[config.mk]
export PLATFORM = sky130hd
export DESIGN_NAME = operand_entry_seq_flat
export DESIGN_NICKNAME = d
export VERILOG_FILES = /design/src/rtl/operand_entry_seq_if.sv /design/src/rtl/operand_entry_seq.sv /design/src/flat_wrapper.sv
export SDC_FILE = /design/constraint.sdc
export NUM_CORES = 1
export LEC_CHECK = 0
export ABC_AREA = 1
export CAP_MARGIN = 20
export CELL_PAD_IN_SITES_DETAIL_PLACEMENT = 1
export CELL_PAD_IN_SITES_GLOBAL_PLACEMENT = 1
export CORE_ASPECT_RATIO = 1.5
export CORE_MARGIN = 2
export CORE_UTILIZATION = 40
export CTS_CLUSTER_SIZE = 40
export DETAILED_ROUTE_END_ITERATION = 16
export PLACE_DENSITY_LB_ADDON = 0.1
export SETUP_SLACK_MARGIN = 0.5
export SKIP_LAST_GASP = 1
export SLEW_MARGIN = 20
export SYNTH_ARGS = -nofsm -noshare
export SYNTH_HDL_FRONTEND = slang
export SYNTH_SLANG_ARGS = --single-unit
[constraint.sdc]
create_clock -name clk -period 2.9 [get_ports clk]
set_input_delay 0.58 -clock clk [delete_from_list [all_inputs] [get_ports clk]]
set_output_delay 0.58 -clock clk [all_outputs]
set_load 0.01 [all_outputs]
[src/rtl/operand_entry_seq_if.sv]
// Bundle carrying the key/switch inputs and the capture-register outputs of the operand entry sequencer.
interface operand_entry_seq_if;
    logic        key_n;
    logic [9:0]  sw;
    logic        enable;
    logic [1:0]  select;
    logic [31:0] data_out;
    logic [1:0]  byte_idx;
    logic [1:0]  phase;
    logic        busy;

    modport master (
        output key_n, sw,
        input  enable, select, data_out, byte_idx, phase, busy
    );

    modport slave (
        input  key_n, sw,
        output enable, select, data_out, byte_idx, phase, busy
    );
endinterface

[src/rtl/operand_entry_seq.sv]
// Debounces KEY0, assembles two 32-bit operands from switch bytes and strobes them,
// then the ALU result, into the downstream capture register.
module operand_entry_seq #(
    parameter int DEBOUNCE = 16,
    parameter int ALU_LAT  = 2
) (
    input logic                clk,
    input logic                reset,
    operand_entry_seq_if.slave bus
);
    localparam logic [1:0] ENTER_A = 2'd0;
    localparam logic [1:0] ENTER_B = 2'd1;
    localparam logic [1:0] WAIT    = 2'd2;
    localparam logic [1:0] SHOWN   = 2'd3;

    localparam int DW = (DEBOUNCE > 2) ? $clog2(DEBOUNCE) : 1;
    localparam int WW = (ALU_LAT > 1) ? $clog2(ALU_LAT + 1) : 1;
    localparam logic [DW-1:0] DEB_LAST = DW'(DEBOUNCE - 1);
    localparam logic [WW-1:0] LAT_LOAD = WW'(ALU_LAT);

    logic          sync1_q, sync2_q;
    logic          deb_q, deb_d;
    logic [DW-1:0] debCnt_q, debCnt_d;
    logic          press;

    logic [1:0]    state_q, state_d;
    logic [31:0]   shift_q, shift_d;
    logic [1:0]    idx_q, idx_d;
    logic [WW-1:0] wait_q, wait_d;
    logic          enable_q, enable_d;
    logic [1:0]    select_q, select_d;
    logic [31:0]   data_q, data_d;
    logic [31:0]   word;
    logic          abort;
    logic          unused_sw8;

    assign abort      = bus.sw[9];
    assign unused_sw8 = bus.sw[8];

    // Key levels are kept raw (1 = released); the count restarts whenever the synced level agrees again.
    always_comb begin
        deb_d    = deb_q;
        debCnt_d = '0;
        if (sync2_q != deb_q) begin
            if (debCnt_q == DEB_LAST) begin
                deb_d = sync2_q;
            end else begin
                debCnt_d = debCnt_q + DW'(1);
            end
        end
    end

    assign press = deb_q & ~deb_d;

    always_comb begin
        state_d  = state_q;
        shift_d  = shift_q;
        idx_d    = idx_q;
        wait_d   = wait_q;
        enable_d = 1'b0;
        select_d = select_q;
        data_d   = data_q;
        word     = shift_q;
        word[{idx_q, 3'b000} +: 8] = bus.sw[7:0];
        case (state_q)
            ENTER_A, ENTER_B: begin
                if (press && abort) begin
                    state_d = ENTER_A;
                    shift_d = '0;
                    idx_d   = 2'd0;
                end else if (press) begin
                    idx_d = idx_q + 2'd1;
                    if (idx_q == 2'd3) begin
                        data_d   = word;
                        shift_d  = '0;
                        enable_d = 1'b1;
                        if (state_q == ENTER_A) begin
                            select_d = 2'b00;
                            state_d  = ENTER_B;
                        end else begin
                            select_d = 2'b01;
                            state_d  = WAIT;
                            wait_d   = LAT_LOAD;
                        end
                    end else begin
                        shift_d = word;
                    end
                end
            end
            WAIT: begin
                if (wait_q == '0) begin
                    enable_d = 1'b1;
                    select_d = 2'b10;
                    state_d  = SHOWN;
                end else begin
                    wait_d = wait_q - WW'(1);
                end
            end
            default: begin
                // Leaving SHOWN consumes the press without entering a byte; abort lands in the same place.
                if (press) begin
                    state_d = ENTER_A;
                    shift_d = '0;
                    idx_d   = 2'd0;
                end
            end
        endcase
    end

    always_ff @(posedge clk) begin
        if (reset) begin
            sync1_q  <= 1'b1;
            sync2_q  <= 1'b1;
            deb_q    <= 1'b1;
            debCnt_q <= '0;
            state_q  <= ENTER_A;
            shift_q  <= '0;
            idx_q    <= 2'd0;
            wait_q   <= '0;
            enable_q <= 1'b0;
            select_q <= 2'b00;
            data_q   <= '0;
        end else begin
            sync1_q  <= bus.key_n;
            sync2_q  <= sync1_q;
            deb_q    <= deb_d;
            debCnt_q <= debCnt_d;
            state_q  <= state_d;
            shift_q  <= shift_d;
            idx_q    <= idx_d;
            wait_q   <= wait_d;
            enable_q <= enable_d;
            select_q <= select_d;
            data_q   <= data_d;
        end
    end

    assign bus.enable   = enable_q;
    assign bus.select   = select_q;
    assign bus.data_out = data_q;
    assign bus.byte_idx = idx_q;
    assign bus.phase    = state_q;
    assign bus.busy     = (state_q == WAIT);
endmodule

[src/flat_wrapper.sv]
// flat-port wrapper written by rule: the top's interface ports become plain ports
module operand_entry_seq_flat 
#(
    parameter int DEBOUNCE = 16,
    parameter int ALU_LAT  = 2
)
  (clk, reset, bus_key_n, bus_sw, bus_enable, bus_select, bus_data_out, bus_byte_idx, bus_phase, bus_busy);
  operand_entry_seq_if bus_i ();
  input logic clk;
  input logic reset;
  input wire logic [$bits(bus_i.key_n)-1:0] bus_key_n;
  input wire logic [$bits(bus_i.sw)-1:0] bus_sw;
  output wire logic [$bits(bus_i.enable)-1:0] bus_enable;
  output wire logic [$bits(bus_i.select)-1:0] bus_select;
  output wire logic [$bits(bus_i.data_out)-1:0] bus_data_out;
  output wire logic [$bits(bus_i.byte_idx)-1:0] bus_byte_idx;
  output wire logic [$bits(bus_i.phase)-1:0] bus_phase;
  output wire logic [$bits(bus_i.busy)-1:0] bus_busy;
  assign bus_i.key_n = bus_key_n;
  assign bus_i.sw = bus_sw;
  assign bus_enable = bus_i.enable;
  assign bus_select = bus_i.select;
  assign bus_data_out = bus_i.data_out;
  assign bus_byte_idx = bus_i.byte_idx;
  assign bus_phase = bus_i.phase;
  assign bus_busy = bus_i.busy;
  operand_entry_seq #(.DEBOUNCE(DEBOUNCE), .ALU_LAT(ALU_LAT)) u_core (.clk(clk), .reset(reset), .bus(bus_i));
endmodule
**After elaboration in Yosys (flattened, before gate mapping)**

Cells that the tools add are included.

- Shift operators: 2
- $add $sub $neg: 4
- Reductions and logical operators: 14
- Eq/ne operators: 13
- Multiplexer cells: 35
- Bitwise logic cells: 5

Operators by type and width:

| kind | number |
|---|---|
| $mux 32 | 4 |
| $pmux 32 s2 | 1 |
| $mux 2 | 17 |
| $bwmux 32 | 1 |
| $shift 8x7->32 const A | 1 |
| $shiftx 8x7->32 | 1 |
| $pmux 2 s2 | 4 |
| $reduce_and 4->1 | 2 |
| $mux 1 | 7 |
| $neg 5->7 | 1 |
| $ne 2x1->1 const B | 3 |
| $ne 2x2->1 const B | 3 |
| $ne 3x1->1 const B | 2 |
| $reduce_and 6->1 | 1 |
| $reduce_bool 2->1 | 3 |
| $reduce_and 5->1 | 1 |
| $add 4x1->4 const B | 1 |
| $eq 2x2->1 const B | 2 |
| $eq 4x4->1 const B | 1 |
| $logic_not 2->1 | 2 |
| $not 1->1 | 4 |
| $reduce_and 3->1 | 1 |
| $reduce_bool 3->1 | 1 |
| $reduce_or 3->1 | 1 |
| other kinds (8) | 8 |

- Logic and storage cells: 84
- Register bits: 80
- Output and inout port bits: 40
- Input port bits: 13

**Longest topological paths before layout**

- Depth in word-level cells: 8
- Mapped depth: 11
- Gate-level depth less buffers: 10

**Worst setup path before layout**

Ideal clock, no wire load.

- Kind: register to register
- Start point: register u_core.idx_q[0] (netlist: u_core.bus.byte_idx[0])
- End point: register u_core.shift_q[16]
- Library setup time: 0.071 ns
- Path buffers: 0
- Arrival time: 1.613 ns
- Required time: 2.829 ns
- Period minus slack after synthesis: 1.684 ns
- Slack: 1.216 ns
- Cell stages (with the launch flop): 9
- Path through: dfxtp_1 > inv_1 > ha_1 > inv_1 > nor2_1 > nand3_1 > o22ai_1 > nand3_2 > a21oi_2

- Word-level cells in the longest chain between the ends: 7
- Elaborated cells on any way between the ends: 9
- Those cells by class: add/sub: 1; eq/ne: 1; shift: 2; mux: 5

Ends and longest elaborated chain:

| element | line | text |
|---|---|---|
| start: declaration | operand_entry_seq.sv:28 | `logic [1:0] idx_q, idx_d;` |
| start signal: assignment | operand_entry_seq.sv:130 | `idx_q <= idx_d;` |
| $neg 5->7 | operand_entry_seq.sv:64 | `word[{idx_q, 3'b000} +: 8] = bus.sw[7:0];` |
| $shiftx 8x7->32 or $shift 8x7->32 (tied branches) | operand_entry_seq.sv:64 |  |
| $bwmux 32 | operand_entry_seq.sv:64 |  |
| $mux 32 * | operand_entry_seq.sv:73 | `if (idx_q == 2'd3) begin` |
| $mux 32 * | operand_entry_seq.sv:71 | `end else if (press) begin` |
| $mux 32 * | operand_entry_seq.sv:67 | `if (press && abort) begin` |
| $pmux 32 s2 * | operand_entry_seq.sv:65 | `case (state_q)` |
| end signal: assignment | operand_entry_seq.sv:129 | `shift_q <= shift_d;` |
| end: declaration | operand_entry_seq.sv:27 | `logic [31:0] shift_q, shift_d;` |

Mark *: on every way between the ends. The rest lies on a longest branch, timed or not. The select of a mux whose other input is x is not followed.
A chain may end at the register's enable or synchronous reset.

**Final worst setup path**

- Start point: register u_core.state_q[1] (netlist: u_core.bus.phase[1])
- End point: output port bus_busy

- Word-level cells in the longest chain between the ends: 1

Ends and longest elaborated chain:

| element | line | text |
|---|---|---|
| start: declaration | operand_entry_seq.sv:26 | `logic [1:0] state_q, state_d;` |
| start signal: assignment | operand_entry_seq.sv:128 | `state_q <= state_d;` |
| $eq 2x2->1 | operand_entry_seq.sv:143 | `assign bus.busy = (state_q == WAIT);` |
| end: declaration | flat_wrapper.sv:18 | `output wire logic [$bits(bus_i.busy)-1:0] bus_busy;` |

Every way passes these cells.

==> results by stage <==
Route:
- The via density per instance is between 5 and 6.
- After detailed routing, the average wire length per cell comes to 15.9 µm.
- The starting DRC count in detailed routing is between 150 and 200.
- For this run, design rule violations remaining after detail routing come to 0.
- Once detail routing completed, the nets flagged for antenna violations numbered 0.
- For this run, the detailed router's first-pass iteration total came to 5.
- The total number of vias is around 3300.
- The routed wire length is 10200 µm.

Synth:
- Yosys attributes the largest share of cell area to dfxtp_1 41%, nand3_2 7.7%, inv_1 5.6%, nand2_1 5.5%, o22ai_1 5.1%.
- Counting instances in the post-synthesis netlist gives the leading cell types as 80 x dfxtp_1, 58 x inv_1, 57 x nand2_1, 48 x nor2_1, 36 x o21ai_0.
- Yosys mapped a number of flops with a built-in enable equal to 0.
- The cell type contributing the most total cell area after synthesis is dfxtp_1.
- The most used flip-flop cell after synthesis is dfxtp_1.
- The mapped netlist covers around 3900 µm².
- Yosys printed 0 warnings.
- Counting every net in the synthesized netlist gives roughly 500.
- The share of the Yosys chip area taken by registers is 0.409.
- Synthesis inferred 80 register bits.
- Synthesis produced a netlist whose cell count is roughly 480.
- Counting flops with an async set or reset pin after synthesis yields a share of 0.
- Dividing the synthesized area by the synthesized cell count gives slightly above 8 µm².
- The cell with the most instances after synthesis is dfxtp_1.
- The number of distinct library cells after synthesis is 34.
- The area share of the largest cell type after synthesis is 0.409.

Floorplanning:
- From left edge to right edge, the die measures between 80 and 90 µm.
- The number of rows in the core area is 44.
- Pin placement for this block handled between 50 and 60 I/O pins.
- The region available for standard cell placement spans about 9600 µm².
- The vertical extent of the die is between 100 and 150 µm.
- The die area is 10600 µm².
- The starting density of the core is 0.408.

Min path:
- The worst hold path startpoint is u_core.sync1_q.
- Along the worst hold path, the cell count comes to 1.
- The min-delay analysis places its worst path in the category flop to flop.
- The worst min-delay path endpoint is u_core.sync2_q.

Critical path:
- The reg-to-reg startpoint is u_core.bus.byte_idx[1].
- The worst reg-to-reg path cell count is 6.
- The count of buffering cells on the critical path with inverters included is 2.
- The setup slack of the worst register-to-register path is 780 ps.
- The largest stage delay on the critical path is about 550 ps.
- The slowest library cell on the worst path is clkdlybuf4s50_1.
- The worst setup path is captured at an output pin.
- The critical path is of the flop to output pin type.
- STA puts the critical path data arrival time at around 1700 ps.
- The critical path goes through inv_2 -> nor2_4 -> clkdlybuf4s50_1.
- Along the worst path, the maximum fanout reaches 8.
- Among cell families on the critical path, the largest total delay comes from buffers and inverters.
- The kind of launch point of the worst setup path is a flop.
- In this run the critical register-to-register path is captured at u_core.bus.data_out[7].
- The data required time at the worst endpoint is 2320 ps.

CTS:
- The cts-stage hold buffer count is 0.
- TritonCTS built the clock tree.
- The clock root buffer master is clkbuf_16.
- The total setup buffers inserted after CTS is 0.
- The total clock buffers created by CTS is 9.
- The clock drives 80 sinks.
- The clock network latency to the later pin of the worst-skew pair is between 300 and 400 ps.
- The post-CTS resize count is 0.
- The number of H-tree branching levels is 3.
- The clock slew seen by the registers of the worst setup and hold paths is approximately 60 ps.
- The maximum buffer depth of the clock tree is 2.

Global route:
- The maximum number of pins on one net before global-route repair is 40.
- The sum of overflow across all layers after global routing is 0.
- The global routing usage summed across all routing layers is 0.206.
- The number of antenna violations at the first check in global routing is 0.
- The first-pass GRT wire length is 17400 µm.
- The via count of the first global-routing pass is ~3500.

Power and ir drop:
- The analysis attributes to cell leakage a power of approximately 1.6 nW.
- For this design the ratio of total power to cell area is between 400 and 500 nW/µm².
- VDD sags by at most between 0.3 and 0.4 mV.

Timing:
- The worst pin sits at a relative slew slack of 0.634.
- The final-layout worst hold slack is about 410 ps.
- For the final database, setup skew stands at around 6.3 ps.
- After layout, the minimum clock period comes to ~2200 ps.
- The share of the clock period used by the worst path is 0.775.
- Setup repair after global routing left no endpoint under its margin.
- Setup violations remaining at the end of the flow were counted as 0.
- The number of max-slew violations in the final report is 0.
- Setup total negative slack on the finished layout was measured at 0 ps.
- The count of final hold-check violations is 0.
- The slew at the pin closest to its max-slew limit is around 550 ps.
- Based on the critical path, the design can be clocked at up to 445 MHz.

Final layout:
- The ratio of cells with drive above 1 in the final layout is 0.213.
- The layout has between 1000 and 1500 filler cells.
- The final net count is ~540.
- The repair_antennas step left the layout with diodes totalling 0.
- The area growth from synthesis to layout is 20.9%.

Placed design:
- The placer congestion estimate is about 0.79.
- The total half-perimeter wirelength after legalization and detailed placement is 6820 µm.
- Input and output buffers added on the ports amount to 51.

Status:
- The run finished with clean final reports.

Run:
- The number of max-capacitance violations reported is 0.
## state kept, by name (all words and copies together) (netlist names)
name	count
u_core.bus.enable	1
u_core.bus.select	2
u_core.bus.phase	2
u_core.bus.byte_idx	2
u_core.wait_q	2
u_core.sync1_q	1
u_core.deb_q	1
u_core.shift_q	32
u_core.sync2_q	1
u_core.bus.data_out	32
u_core.debCnt_q	4
## cell families (layout without fill, tap and decap cells)
group / Yosys count / in the layout / share of synthesized area
xor+xnor: 2 / 2 / 0.00448
buf+inv: 90 / 135 / 0.111
fa+ha+maj: 8 / 8 / 0.0256
simple gates: 191 / 191 / 0.280
flops: 80 / 80 / 0.409
compound gates: 110 / 110 / 0.170
## how the worst max path moves through the flow
| stage | cells after the start | end | start |
|---|---|---|---|
| after detailed placement | 8 | u_core.bus.data_out[16] | bus_sw[9] |
| after floorplan | 8 | u_core.shift_q[16] | u_core.bus.byte_idx[0] |
| after global routing | 7 | u_core.bus.data_out[7] | u_core.bus.byte_idx[1] |
| after global placement | 8 | u_core.bus.data_out[16] | bus_sw[9] |
| final | 3 | bus_busy | u_core.bus.phase[1] |
| after CTS | 3 | bus_busy | u_core.bus.phase[1] |
## stage by stage
| step | setup WS, ps | power, mW | cells | utilization | instance area [µm²] |
|---|---|---|---|---|---|
| CTS | 638 | 2.35 | 641 | 0.494 | 4730 |
| global placement | 702 | 1.19 | 625 | 0.463 | 4430 |
| finish | 653 | 2.32 | 641 | 0.494 | 4730 |
| detailed placement | 674 | 1.20 | 625 | 0.463 | 4430 |
| floorplan | 1220 | 1.16 | 481 | - | 3910 |
| global route | 544 | 2.40 | 641 | 0.494 | 4730 |
## cell usage in the layout (no fill, tap or decap), drive strengths merged, types with 2 or more instances in the layout
cell and count:
inv 62, nand3 42, o21ai 37, nor2 82, clkbuf 13, xor2 2, or2 2, nand4 4
clkdlybuf4s50 51, a21oi 38, o22ai 32, clkinv 2, ha 8, dfxtp 80, o21bai 2, nand2 59
buf 6
## per-layer routing
layer,vias up,share of wire,global-route usage
met4,0,0.021,0.0728
met5,-,0,0
met1,1592,0.44,0.249
met3,14,0.037,0.0436
li1,1650,-,-
met2,61,0.51,0.356
## cell type report
cell class              count  area, µm²  share of cell area
inverters                  62        240              0.0508
well taps                 115        144              0.0304
clock inverters             3       40.0             0.00846
flip-flops and latches     80       1600               0.339
multi-input cells         311       1880               0.397
clock buffers              13        260              0.0550
repair buffers             57        568               0.120
## power by group
part / leakage [nW] / switching (mW) / internal [mW]
logic: 0.787 / 0.0430 / 0.0249
registers: 0.645 / 0.00103 / 1.10
clock network: 0.150 / 0.436 / 0.711
No activity file was read; power rests on OpenSTA's default activity.
